<file path="config.mk">
export PLATFORM = sky130hd
export DESIGN_NAME = div_mod_32bit
export DESIGN_NICKNAME = d
export VERILOG_FILES = /design/src/rtl/div_mod_32bit_pkg.sv /design/src/rtl/div_mod_32bit_div_step.sv /design/src/rtl/div_mod_32bit.sv
export SDC_FILE = /design/constraint.sdc
export NUM_CORES = 1
export LEC_CHECK = 0
export ABC_AREA = 0
export CAP_MARGIN = 20
export CORE_MARGIN = 10
export CORE_UTILIZATION = 55
export DETAILED_ROUTE_END_ITERATION = 8
export PLACE_DENSITY = 0.82
export SKIP_CTS_REPAIR_TIMING = 1
export SYNTH_ARGS = -nofsm -noshare
export SYNTH_HDL_FRONTEND = slang
export SYNTH_SLANG_ARGS = --single-unit
</file>
<file path="constraint.sdc">
create_clock -name clk -period 6.2 [get_ports clk]
set_input_delay 1.24 -clock clk [delete_from_list [all_inputs] [get_ports clk]]
set_output_delay 1.24 -clock clk [all_outputs]
set_load 0.03 [all_outputs]
</file>
<file path="src/rtl/div_mod_32bit_pkg.sv">
// Shared width, FSM encoding and divide-by-zero constants for the 32-bit divider.
package div_mod_32bit_pkg;

    localparam int WIDTH = 32;
    localparam int CNT_W = 5;

    typedef enum logic [1:0] {
        IDLE = 2'b00,
        RUN  = 2'b01,
        DONE = 2'b10
    } state_t;

    localparam logic [WIDTH-1:0] DIV0_QUOTIENT = 32'hFFFFFFFF;

endpackage

</file>
<file path="src/rtl/div_mod_32bit_div_step.sv">
// One restoring shift-subtract step of the divider.
// Latency: purely combinational, 0 cycles.
// Backpressure: none; the caller decides when to use the result.
module div_step
    import div_mod_32bit_pkg::*;
(
    input  logic [WIDTH-1:0] rem,
    input  logic             dividend_msb,
    input  logic [WIDTH-1:0] divisor,
    output logic [WIDTH-1:0] rem_nxt,
    output logic             q_bit
);

    logic [WIDTH:0]   shifted;
    logic [WIDTH-1:0] diff;

    // The 33rd shifted bit set means the partial remainder already exceeds any
    // 32-bit divisor; the low-bit difference is then exact because rem < divisor.
    always_comb begin
        shifted = {rem, dividend_msb};
        diff    = shifted[WIDTH-1:0] - divisor;
        q_bit   = shifted[WIDTH] | (shifted[WIDTH-1:0] >= divisor);
        rem_nxt = q_bit ? diff : shifted[WIDTH-1:0];
    end

endmodule

</file>
<file path="src/rtl/div_mod_32bit.sv">
// Unsigned 32-bit sequential divider producing quotient and remainder.
// Latency: 33 cycles from accepted start to done (1 cycle when B == 0).
// Backpressure: start is only honoured in IDLE; requests while busy are dropped.
module div_mod_32bit
    import div_mod_32bit_pkg::*;
(
    input  logic             clk,
    input  logic             reset,
    input  logic             start,
    input  logic [WIDTH-1:0] A,
    input  logic [WIDTH-1:0] B,
    output logic             busy,
    output logic             done,
    output logic [WIDTH-1:0] quotient,
    output logic [WIDTH-1:0] remainder,
    output logic             div_by_zero
);

    state_t           state;
    state_t           state_nxt;
    logic [CNT_W-1:0] count;
    logic [WIDTH-1:0] dividend;
    logic [WIDTH-1:0] divisor;
    logic [WIDTH-1:0] rem_work;
    logic [WIDTH-1:0] step_rem;
    logic             step_qbit;

    div_step u_step (
        .rem          (rem_work),
        .dividend_msb (dividend[WIDTH-1]),
        .divisor      (divisor),
        .rem_nxt      (step_rem),
        .q_bit        (step_qbit)
    );

    always_ff @(posedge clk) begin
        if (reset) begin
            state <= IDLE;
        end else begin
            state <= state_nxt;
        end
    end

    always_comb begin
        state_nxt = IDLE;
        case (state)
            IDLE: begin
                if (start) begin
                    state_nxt = (B == '0) ? DONE : RUN;
                end else begin
                    state_nxt = IDLE;
                end
            end
            RUN:     state_nxt = (count == 5'd31) ? DONE : RUN;
            DONE:    state_nxt = IDLE;
            default: state_nxt = IDLE;
        endcase
    end

    always_comb begin
        busy = 1'b0;
        done = 1'b0;
        case (state)
            RUN:     busy = 1'b1;
            DONE:    done = 1'b1;
            default: ;
        endcase
    end

    // Quotient bits are shifted into the vacated low end of the dividend, so
    // after 32 steps the dividend register holds the full quotient.
    always_ff @(posedge clk) begin
        if (reset) begin
            count       <= '0;
            dividend    <= '0;
            divisor     <= '0;
            rem_work    <= '0;
            quotient    <= '0;
            remainder   <= '0;
            div_by_zero <= 1'b0;
        end else begin
            case (state)
                IDLE: begin
                    if (start) begin
                        if (B == '0) begin
                            quotient    <= DIV0_QUOTIENT;
                            remainder   <= A;
                            div_by_zero <= 1'b1;
                        end else begin
                            dividend    <= A;
                            divisor     <= B;
                            rem_work    <= '0;
                            count       <= '0;
                            div_by_zero <= 1'b0;
                        end
                    end
                end
                RUN: begin
                    dividend <= {dividend[WIDTH-2:0], step_qbit};
                    rem_work <= step_rem;
                    count    <= count + 5'd1;
                    if (count == 5'd31) begin
                        quotient  <= {dividend[WIDTH-2:0], step_qbit};
                        remainder <= step_rem;
                    end
                end
                default: ;
            endcase
        end
    end

endmodule

</file>
==> results.sh <==
export IMPL_grt_max_degree=90
export IMPL_met3_usage=0.0438
export IMPL_netlist_top_cells_count="211 x nand2_1, 168 x dfxtp_1, 129 x nor2_1"
export IMPL_cellPowerDensity_nw_per_um2=393
export IMPL_start_kind="primary input"
export IMPL_fin_crit_ps=4090
export IMPL_drive_above_1_share=0.0474
export IMPL_initial_core_util=0.566
export IMPL_place_ws_ps=1630
export IMPL_yosysTopAreaCell="dfxtp_1"
export IMPL_regArea_um2=3360
export IMPL_dieHeight_um=143
export IMPL_layout_setup_ws_ps=2110
export IMPL_vias=7997
export IMPL_combPwrFrac=0.419
export IMPL_cp_required_ps=6540
export IMPL_finalMaxSlewViolations=0
export IMPL_synth_distinct_cells=49
export IMPL_die_w_um=143
export IMPL_synth_seq_area_share=0.404
export IMPL_port_buffers=133
export IMPL_crit_path_max_fanout=72
export IMPL_power_share_sequential=0.305
export IMPL_drcViolationCount=0
export IMPL_setup_violations=0
export IMPL_min_from="divisor[25]"
export IMPL_rsz0062_at_grt="no"
export IMPL_p_leak_nw=3.82
export IMPL_cts_reportedPaths_clkPinSlew_ps=60
export IMPL_place_congestion=0.900
export IMPL_endpoint_kind="flop"
export IMPL_maxCapViolCount=0
export IMPL_critPathArrivalTime_ps=4430
export IMPL_synth_compound_area_frac=0.220
export IMPL_use_met2=0.345
export IMPL_grt_antenna_before_repair=0
export IMPL_overflow=0
export IMPL_drt_wl_total_um=23600
export IMPL_post_drt_via_cell_ratio=5.85
export IMPL_yosysWarnings=0
export IMPL_hp_class="flop to flop"
export IMPL_synth_top_family_by_area="simple AND/OR/NAND/NOR gates"
export IMPL_tritoncts="yes"
export IMPL_synthSimpleGateAreaFrac=0.230
export IMPL_drtAntennaViolNets=0
export IMPL_grtUsageTotal=0.226
export IMPL_area_delta_synth_final_pct=24.1
export IMPL_worst_clock_skew_ps=7.40
export IMPL_grt_pass1_vias=7397
export IMPL_dp_hpwl_um=17000
export IMPL_global_route_usage_met1=0.314
export IMPL_peakVddDrop_mv=0.226
export IMPL_cts_inserted_buffers=17
export IMPL_post_route_period_util=0.660
export IMPL_fillers=1248
export IMPL_p_sw_frac=0.386
export IMPL_crit_type="primary input to flop"
export IMPL_clockBufferDepth=2
export IMPL_die_area_um2=20400
export IMPL_synth_most_common_cell="nand2_1"
export IMPL_hold_violations=0
export IMPL_multi_input_area_um2=4530
export IMPL_synth_nets=1181
export IMPL_ys_top_cells_by_area="dfxtp_1 40%, nand2_1 9.5%, a21oi_1 6.3%"
export IMPL_worstMarginPinSlew_ps=988
export IMPL_crit_start="B[16]"
export IMPL_syn_instance_count=1079
export IMPL_clk_latency_ps=430
export IMPL_rows=44
export IMPL_syn_area_per_cell_um2=7.71
export IMPL_drt_initial_drc_count=714
export IMPL_grt_busiest_layer="met2"
export IMPL_clock_root_buffer="clkbuf_16"
export IMPL_core_area_um2=14700
export IMPL_status="complete, no violations"
export IMPL_yosysTopAreaCellShare=0.404
export IMPL_power_switching_mw=1.56
export IMPL_synth_area_um2=8320
export IMPL_async_reset_ff_frac=0
export IMPL_wl_per_cell_um=17.3
export IMPL_fin_nets=1271
export IMPL_synth_mux_area_fraction=0.00526
export IMPL_dr_pass1_iters=5
export IMPL_ios=134
export IMPL_htreeDepth=4
export IMPL_p_int_mw=2.49
export IMPL_yosys_area_share_adder=0.0535
export IMPL_cts_sinks=168
export IMPL_ys_seq_elements=168
export IMPL_slew_headroom=0.339
export IMPL_diodes=0
export IMPL_max_freq_ghz=0.244
export IMPL_setup_tns_final_ps=0
export IMPL_rr_startpoint="dividend[31]"
export IMPL_synth_flop_cell="dfxtp_1"
export IMPL_synth_edff_count=0
export IMPL_synth_xor_xnor_area_share=0.0316
export IMPL_grt_pass1_wl_um=37700
export IMPL_clockPowerShare=0.276
==> layer usage <==
metal	routed length, µm	up-vias
li1	-	3990
met1	11200	3675
met2	10200	295
met3	1710	37
met4	458	0
met5	0	-
==> cell type report <==
| class | instances | share of cell area |
|---|---|---|
| Multi-Input combinational cell | 797 | 0.438 |
| Clock buffer | 18 | 0.0416 |
| Clock inverter | 14 | 0.0187 |
| Inverter | 41 | 0.0149 |
| Sequential cell | 168 | 0.326 |
| Tap cell | 184 | 0.0223 |
| Timing Repair Buffer | 144 | 0.139 |
==> metrics by stage <==
| stage | instance area (µm²) | hold slack [ps] | std cells | utilization | total power [mW] |
|---|---|---|---|---|---|
| after floorplan | 8320 | 436 | 1079 | - | 2.55 |
| after global placement | 9690 | 443 | 1333 | 0.659 | 2.89 |
| after detailed placement | 9690 | 450 | 1333 | 0.659 | 2.91 |
| after CTS | 10300 | 458 | 1365 | 0.702 | 4.03 |
| after global routing | 10300 | 478 | 1366 | 0.703 | 4.29 |
| final | 10300 | 456 | 1366 | 0.703 | 4.05 |
==> critical path, stage by stage <==
cell             delay, ps
clkdlybuf4s50_1        430
nor4_1                 380
nand4_1                270
o21ai_0                460
a21oi_4                 90
buf_4                  340
nand2_1                700
o21ai_0                210
a311oi_1               290
==> power by group through the flow <==
stage | logic, mW | clock network, mW | registers (mW)
final | 1.70 | 1.12 | 1.24
after global placement | 1.64 | 0 | 1.26
after CTS | 1.67 | 1.12 | 1.23
after detailed placement | 1.65 | 0 | 1.26
after floorplan | 1.32 | 0 | 1.23
after global routing | 1.88 | 1.17 | 1.25
==> cells by family (layout without fill, tap and decap cells) <==
| group | after synthesis | in the layout |
|---|---|---|
| adder cells (fa/ha/maj) | 35 | 35 |
| AND/OR/NAND/NOR | 456 | 456 |
| AO/OA/AOI/OAI | 272 | 272 |
| buffers and inverters | 114 | 217 |
| flip-flops | 168 | 168 |
| XOR/XNOR | 30 | 30 |
| multiplexers | 4 | 4 |
==> registers in the layout, summed over array words and instances, names as in the netlist <==
register	flops
state	2
remainder	32
rem_work	32
count	5
dividend	32
quotient	32
divisor	32
div_by_zero	1
==> cell usage in the layout (no fill, tap or decap), drive strengths merged, types with 11 or more instances in the layout <==
cell             n
nand2          211
a22oi           11
xor2            12
ha              34
a21oi          105
o21ai           16
a311oi          61
a21o            12
clkbuf          18
dfxtp          168
o211ai          17
nor3            70
inv             44
clkdlybuf4s50  132
xnor2           18
buf             12
nor2           130
==> worst paths after layout <==
kind	slack (ps)	depth (start not counted)	to
min reg2reg	460	2	divisor[25]
max reg2reg	2310	13	remainder[8]
max	2110	9	rem_work[21]
min	460	2	divisor[25]
No activity file was read; power rests on OpenSTA's default activity.
